[src/rtl/serial_subtractor.sv]
// serial_subtractor
//   Bit-serial two's-complement subtractor. It computes y = a - b, one bit per
//   clock edge, starting with the LSB. The result and its flags are published
//   together when the DONE state is entered.
//
// Ports
//   clk    : single clock. All state changes happen on the rising edge.
//   rst    : synchronous, active-high reset. It overrides every other input.
//   start  : request a subtraction. It is accepted in IDLE or DONE and
//            ignored in RUN.
//   a, b   : minuend and subtrahend. They are captured only when start is
//            accepted.
//   y      : registered difference a - b mod 2^WIDTH.
//   borrow : final borrow-out. It is 1 when a < b as unsigned numbers.
//   ovf    : two's-complement overflow of a - b.
//   busy   : high while in RUN.
//   done   : one-cycle pulse in DONE. It marks new y/borrow/ovf.
//
// Timing: when start is accepted at edge k, done is high during the cycle
// after edge k+WIDTH. If start stays high, the block produces one result every
// WIDTH+1 cycles.

module serial_subtractor #(
    parameter int WIDTH = 4
) (
    input  logic             clk,
    input  logic             rst,
    input  logic             start,
    input  logic [WIDTH-1:0] a,
    input  logic [WIDTH-1:0] b,
    output logic [WIDTH-1:0] y,
    output logic             borrow,
    output logic             ovf,
    output logic             busy,
    output logic             done
);

    localparam int CNT_W = (WIDTH > 2) ? $clog2(WIDTH) : 1;
    localparam logic [CNT_W-1:0] LAST_BIT = CNT_W'(WIDTH - 1);

    typedef enum logic [1:0] {
        IDLE = 2'd0,
        RUN  = 2'd1,
        DONE = 2'd2
    } state_t;

    state_t state;
    state_t state_nxt;

    logic [WIDTH-1:0] a_sh;
    logic [WIDTH-1:0] b_sh;
    logic [WIDTH-1:0] res_sh;
    logic             br;
    logic [CNT_W-1:0] cnt;

    logic ai;
    logic bi;
    logic d;
    logic br_nxt;
    logic last_bit;
    logic accept;

    // One full-subtractor slice. It operates on the current LSBs of the
    // operand shift registers.
    assign ai       = a_sh[0];
    assign bi       = b_sh[0];
    assign d        = ai ^ bi ^ br;
    assign br_nxt   = (~ai & bi) | (~(ai ^ bi) & br);
    assign last_bit = (state == RUN) && (cnt == LAST_BIT);
    assign accept   = (state != RUN) && start;

    assign busy = (state == RUN);
    assign done = (state == DONE);

    // ---- state register ----
    always_ff @(posedge clk) begin
        if (rst) begin
            state <= IDLE;
        end else begin
            state <= state_nxt;
        end
    end

    // ---- next-state logic ----
    always_comb begin
        state_nxt = state;
        case (state)
            IDLE:    if (start) state_nxt = RUN;
            RUN:     if (last_bit) state_nxt = DONE;
            DONE:    state_nxt = start ? RUN : IDLE;
            default: state_nxt = IDLE;
        endcase
    end

    // ---- serial datapath and result registers ----
    always_ff @(posedge clk) begin
        if (rst) begin
            a_sh   <= '0;
            b_sh   <= '0;
            res_sh <= '0;
            br     <= 1'b0;
            cnt    <= '0;
            y      <= '0;
            borrow <= 1'b0;
            ovf    <= 1'b0;
        end else if (accept) begin
            a_sh   <= a;
            b_sh   <= b;
            res_sh <= '0;
            br     <= 1'b0;
            cnt    <= '0;
        end else if (state == RUN) begin
            a_sh   <= a_sh >> 1;
            b_sh   <= b_sh >> 1;
            res_sh <= {d, res_sh[WIDTH-1:1]};
            br     <= br_nxt;
            cnt    <= cnt + 1'b1;
            // y is written only when the last bit is processed, so partial
            // results never appear on the output. By this bit the operands
            // have shifted right WIDTH-1 times, so ai and bi are the MSBs of
            // the captured operands and d is the MSB of the result.
            if (last_bit) begin
                y      <= {d, res_sh[WIDTH-1:1]};
                borrow <= br_nxt;
                ovf    <= (ai != bi) && (d != ai);
            end
        end
    end

endmodule
[config.mk]
export PLATFORM = sky130hd
export DESIGN_NAME = serial_subtractor
export DESIGN_NICKNAME = d
export VERILOG_FILES = /design/src/rtl/serial_subtractor.sv
export SDC_FILE = /design/constraint.sdc
export NUM_CORES = 1
export LEC_CHECK = 0
export CAP_MARGIN = 20
export CORE_MARGIN = 3
export CORE_UTILIZATION = 45
export CTS_BUF_LIST = sky130_fd_sc_hd__clkbuf_4 sky130_fd_sc_hd__clkbuf_8
export CTS_CLUSTER_SIZE = 16
export DETAILED_ROUTE_END_ITERATION = 16
export PLACE_DENSITY_LB_ADDON = 0.05
export SYNTH_ARGS = -nofsm -noshare
export SYNTH_HDL_FRONTEND = slang
export SYNTH_SLANG_ARGS = --single-unit
export TNS_END_PERCENT = 50
[constraint.sdc]
create_clock -name clk -period 3.75 [get_ports clk]
set_input_delay 0.75 -clock clk [delete_from_list [all_inputs] [get_ports clk]]
set_output_delay 0.75 -clock clk [all_outputs]
set_load 0.02 [all_outputs]
==> run summary, run 1 <==
Status: complete, no violations
Max-slew violations: 0
Worst Path Arrival: 2340 ps
Sequential fraction of the synthesis area: 46.0%
Setup TNS: 0 ps
Footprint of the multi-input gates: 447 sq um
Area delta synth->final: 20.0%
Top cell family by delay on the critical path: buffers and inverters
First-pass GRT wire length: 3000 um
Fill count: 175
Starting Density: 48.3%
DR pass1 iterations: 4
Via Count: 708
Final setup fails: 0
Post-Syn Area: 957 sq um
Number of synthesized flops with an enable pin: 0
Critical path, cell by cell: nand2b_1 > inv_1 > clkdlybuf4s50_1
Max-Cap Viols: 0
Primary FF master, synth: dfxtp_1
Worst R2R Start: state[0]
Tmin final: 3090 ps
Clock root buffer: clkbuf_4
Number of global-route vias before repair: 684
Port Buffer Count: 18
Die extent in y: 52.1 um
Overall die width: 52.1 um
Req. time, crit path: 3000 ps
R2R cell count: 4
CTS sink count: 22
Detailed Route Iter0 Violations: 13
Core Area: 0.00198 sq mm
H-tree depth: 1
Max VDD drop: 0.000212 V
DRT Wirelength: 1720 um
Fin crit share: 82.5%
Syn Area/Cell: 9.57 sq um
Final Hold Viols: 0
Global route overflow: 0
Standard-cell rows: 16
# nets final: 129
CTS buffer count: 3
Post-Layout Cell Count: 141
Post-synth net total: 114
RSZ-0062 raised after global routing: false
Relative slew slack: 46.7%
Asr flop ratio synth: 0%
Wire per inst: 12.2 um
Worst Path Max Fanout: 20
Fmax: 0.323 GHz
CP Launch Type: flip-flop
DP Cell Count: 137
Ant. Diodes: 0
Worst skew pair latency: 290 ps
DP Wirelength: 1170 um
Worst Hold Path EP: y[1]
Synth Instances: 100
RD Place Congestion: 0.667
Clock tree buffer depth: 2
Initial antenna violation count: 0
Hold_sp: y[1]
Routed Antenna Nets: 0
Post-CTS Setup Bufs: 0
Netlist cell types: 23
Synth warn: 0
CTS tree: built
Path category of the worst min-delay check: reg -> reg
Largest net degree at the start of global routing: 23
Clock transition at path regs: 120 ps
Worst Tran Pin Value: 797 ps
R2r endpoint: y[3]
IO Pins: 19
Crit path max-delay cell type: clkdlybuf4s50_1
Worst reg-to-reg setup slack: 1920 ps
Cts repair resizes: 0
Post-CTS Hold Fix Bufs: 0
Hold depth: 2
DRC: 0
Crit end category: primary output
Die footprint: 0.00272 sq mm
GRT Total Usage: 14.8%
Buf/Inv on CP: 2
Seq cells post-synth: 22
Max incr delay on CP: 700 ps
DR vias/cell: 5.02
Proportion of layout cells with a drive suffix above 1: 4.39%
Power density over the cells: 383 mW/mm^2
Layout Skew: 1.69 ps
Register area: 440 sq um
WS Path Type: reg -> out
LEAKAGE: 0.455 nW
==> cell usage in the layout, fill, tap and decap left out <==
cell type	instances
a2bb2oi_1	1
a311oi_1	1
clkdlybuf4s50_1	18
xor2_1	1
nand2_1	9
nor2b_1	1
nor3_1	2
a21oi_1	12
nand3_1	4
clkbuf_4	3
fa_1	1
mux2i_1	8
clkbuf_8	1
a211oi_1	6
nand3b_4	1
dfxtp_1	22
nand2b_1	3
inv_1	3
nor2_1	8
ha_1	2
or3_1	1
nand3b_1	6
==> cell families after synthesis <==
| family | Yosys count | synth area share, % |
|---|---|---|
| compound gates | 20 | 12.8 |
| xor+xnor | 1 | 0.915 |
| mux | 8 | 8.37 |
| fa+ha+maj | 3 | 4.71 |
| flops | 22 | 46.0 |
| simple gates | 35 | 19.9 |
| buf+inv | 11 | 7.32 |
==> metrics by stage <==
| stage | total power (W) | setup WS, ps | area [sq um] | util [%] | hold slack, ps |
|---|---|---|---|---|---|
| final | 0.000439 | 655 | 1150 | 58.0 | 463 |
| after global routing | 0.000459 | 509 | 1150 | 58.0 | 487 |
| after CTS | 0.000445 | 667 | 1150 | 58.0 | 467 |
| after detailed placement | 0.000316 | 1030 | 1110 | 56.1 | 448 |
| after global placement | 0.000315 | 1050 | 1110 | 56.1 | 440 |
| after floorplan | 0.000300 | 2200 | 957 | - | 444 |
==> worst reg2reg max path, delay by kind of cell (launching register included) <==
family | cells | cell delay, ps
simple gates | 1 | 400
buf+inv | 1 | 520
flops | 1 | 430
compound gates | 2 | 390
==> layer usage <==
layer | vias up | share of wire [%] | track usage [%]
met5 | - | 0 | 0
met4 | 0 | 0.58 | 5.24
met3 | 2 | 4.4 | 2.58
met2 | 17 | 44 | 22.0
met1 | 313 | 51 | 21.3
li1 | 376 | - | -
==> final cells by class <==
type	count	area share, %
timing repair buffer	18	15.7
inverter	3	0.980
tap	27	2.94
sequential	22	38.3
multi-input combinational	67	38.9
clock buffer	4	3.16
==> state kept, by name, summed over array words and instances (netlist names), 2 cells and up <==
| signal | cells |
|---|---|
| a_sh | 4 |
| b_sh | 4 |
| cnt | 2 |
| res_sh | 3 |
| y | 4 |
| state | 2 |
==> power by group <==
group / switching [W] / total (W) / internal [W]
clock: 0.0000694 / 0.000128 / 0.0000591
sequential: 0.00000780 / 0.000252 / 0.000244
combinational: 0.0000300 / 0.0000587 / 0.0000287
==> worst max path at each step <==
stage	start	end	slack, ps	cells after the start
floorplan	a_sh[0]	ovf	2200	5
global placement	state[0]	busy	1050	3
detailed placement	state[0]	busy	1030	3
CTS	state[0]	busy	670	3
global route	state[0]	busy	510	3
finish	state[0]	busy	660	3
==> cell usage after synthesis, types with 2 or more instances <==
master,count,area (sq um)
nor3_1,2,10.0
mux2i_1,8,80.1
nand3b_1,6,45.0
buf_4,3,22.5
a211oi_1,6,45.0
ha_1,2,25.0
nand2b_1,3,18.8
nor2_1,8,30.0
dfxtp_1,22,440
buf_2,2,10.0
nand3_1,4,20.0
a21oi_1,12,60.1
inv_1,3,11.3
buf_6,2,22.5
nand2_1,9,33.8
(Power assumes the default switching activity.)
==> inputs of run 2 (changes only) <==
==> constraint.sdc (replaced) <==
create_clock -name clk -period 2.9 [get_ports clk]
set_input_delay 0.58 -clock clk [delete_from_list [all_inputs] [get_ports clk]]
set_output_delay 0.58 -clock clk [all_outputs]
set_load 0.02 [all_outputs]
==> run 2 against run 1 <==
Net effect: sequential power up 29%; combinational power up 35%; clock skew up 9.0 ps; total power up 45%; clock power up 80%; global-route usage up 0.20 points; die area unchanged; worst setup slack worse by 48 ps; cell area up 2.7%; core utilization up 1.6 points; sequential share of layout area down 1.0 points; flip-flop and latch count unchanged.
==> run summary, run 2 (synthesis gave the netlist of run 1 again) <==
Clock root buffer: clkbuf_4
CTS buffer count: 3 (unchanged)
Worst R2R Start: a_sh[0]
Via Count: 737 (+4.1%)
LEAKAGE: 0.472 nW (+3.6%)
Largest net degree at the start of global routing: 23 (unchanged)
Met1 Use GR: 20.3% (-1.0 points)
DR vias/cell: 5.15 (+2.6%)
Crit path max-delay cell type: clkdlybuf4s50_1
WS Path Type: reg -> out
Final Hold Viols: 0 (unchanged)
DRC: 0 (unchanged)
Area delta synth->final: 23.3%
# nets final: 131 (+1.6%)
Tmin final: 2290 ps
IO Pins: 19 (unchanged)
Hold_sp: y[0]
Worst Path Arrival: 1710 ps (-630 ps)
Relative slew slack: 44.0% (-2.7 points)
GR peak layer: met2
GRT Total Usage: 15.0% (+0.20 points)
Met2 GRT Util: 23.8% (+1.9 points)
Commonest cells after routing, fill and taps aside: 22 x dfxtp_1, 18 x clkdlybuf4s50_1, 12 x a21oi_1, 9 x nand2_1
Clock transition at path regs: 130 ps (about the same)
Wire per inst: 12.1 um (-0.59%)
CTS tree: built
Port Buffer Count: 18 (unchanged)
DP Wirelength: 1200 um (+2.1%)
Path category of the worst min-delay check: reg -> reg
Detailed Route Iter0 Violations: 9 (-4)
Proportion of layout cells with a drive suffix above 1: 6.03% (+1.6 points)
DRT Wirelength: 1730 um (+0.82%)
Overall die width: 52.1 um (unchanged)
Pwr Total: 0.000636 W (+45%)
Clock tree buffer depth: 2 (unchanged)
Max-Cap Viols: 0 (unchanged)
Power density over the cells: 539 mW/mm^2 (+41%)
Layout Skew: 10.7 ps (+9.05 ps)
Ant. Diodes: 0 (unchanged)
Critical path, cell by cell: nand2b_1 > buf_4 > inv_1 > clkdlybuf4s50_1
Post-CTS Hold Fix Bufs: 0 (unchanged)
Most common cell after layout, fill and taps aside: dfxtp_1
RD Place Congestion: 0.682 (+2.3%)
Max-slew violations: 0 (unchanged)
CP Launch Type: flip-flop
Fmax: 0.436 GHz
Setup TNS: 0 ps (unchanged)
Standard-cell rows: 16 (unchanged)
R2R cell count: 5 (+1)
Routed Antenna Nets: 0 (unchanged)
Core Area: 0.00198 sq mm (unchanged)
Starting Density: 48.3% (unchanged)
Cts repair resizes: 0 (unchanged)
Worst Tran Pin Value: 838 ps (+40.7 ps)
Die footprint: 0.00272 sq mm (unchanged)
Number of global-route vias before repair: 708 (+3.5%)
Fin crit share: 79.1%
Critical Path Start: state[0]
CTS sink count: 22 (unchanged)
Status: complete, no violations
Global route overflow: 0 (unchanged)
Max VDD drop: 0.000420 V (+98%)
H-tree depth: 1 (unchanged)
Crit end category: primary output
First-pass GRT wire length: 3060 um (+2.1%)
Largest regs: a_sh: 4 flops, b_sh: 4 flops, y: 4 flops
Post-CTS Setup Bufs: 0 (unchanged)
Max incr delay on CP: 600 ps (-100 ps)
RSZ-0062 raised after global routing: false
Worst skew pair latency: 300 ps (about the same)
Final setup fails: 0 (unchanged)
Req. time, crit path: 2320 ps (-680 ps)
Hold depth: 2 (unchanged)
Die extent in y: 52.1 um (unchanged)
Met3 usage: 2.58% (unchanged)
DR pass1 iterations: 4 (unchanged)
Worst Path Max Fanout: 20 (unchanged)
Initial antenna violation count: 0 (unchanged)
[run 2: area by class of cell]
| cell class | instances | area (sq um) |
|---|---|---|
| clock buffers | 3 | 22.5 |
| clock inverters | 1 | 30.0 |
| inverters | 3 | 11.3 |
| well taps | 27 | 33.8 |
| repair buffers | 20 | 195 |
| flip-flops and latches | 22 | 440 |
| fillers | 184 | 802 |
| multi-input cells | 67 | 447 |
[run 2: through the flow]
step	util, %	hold slack (ps)	instance area (sq um)	setup WS (ps)	cells
after floorplan	-	444	957	1350	100
after global placement	56.9	440	1130	918	139
after detailed placement	56.9	447	1130	917	139
after CTS	59.5	465	1180	588	143
after global routing	59.5	481	1180	495	143
final	59.5	462	1180	607	143
[run 2: path summary, 6_finish.rpt]
| path | endpoint | slack, ps |
|---|---|---|
| setup / recovery | busy | 610 |
| hold / removal | y[0] | 460 |
| setup reg to reg | ovf | 1220 |
| hold reg to reg | y[0] | 460 |
[run 2: power by group]
group          internal [W]  leakage (nW)  switching, W
Sequential         0.000316         0.180     0.0000101
Combinational     0.0000399         0.265     0.0000392
Clock              0.000140        0.0279     0.0000907
Total              0.000496         0.472      0.000140
[run 2: critical path, delay by kind of cell, from the launching register on]
kind                   cells  cell delay (ps)
buffers and inverters      3              890
DFF                        1              440
and+or+nand+nor            1               80
[run 2: metal layers]
layer,vias up,wire [um]
met1,346,823
met4,0,12
li1,376,-
met2,13,834
met5,-,0
met3,2,59
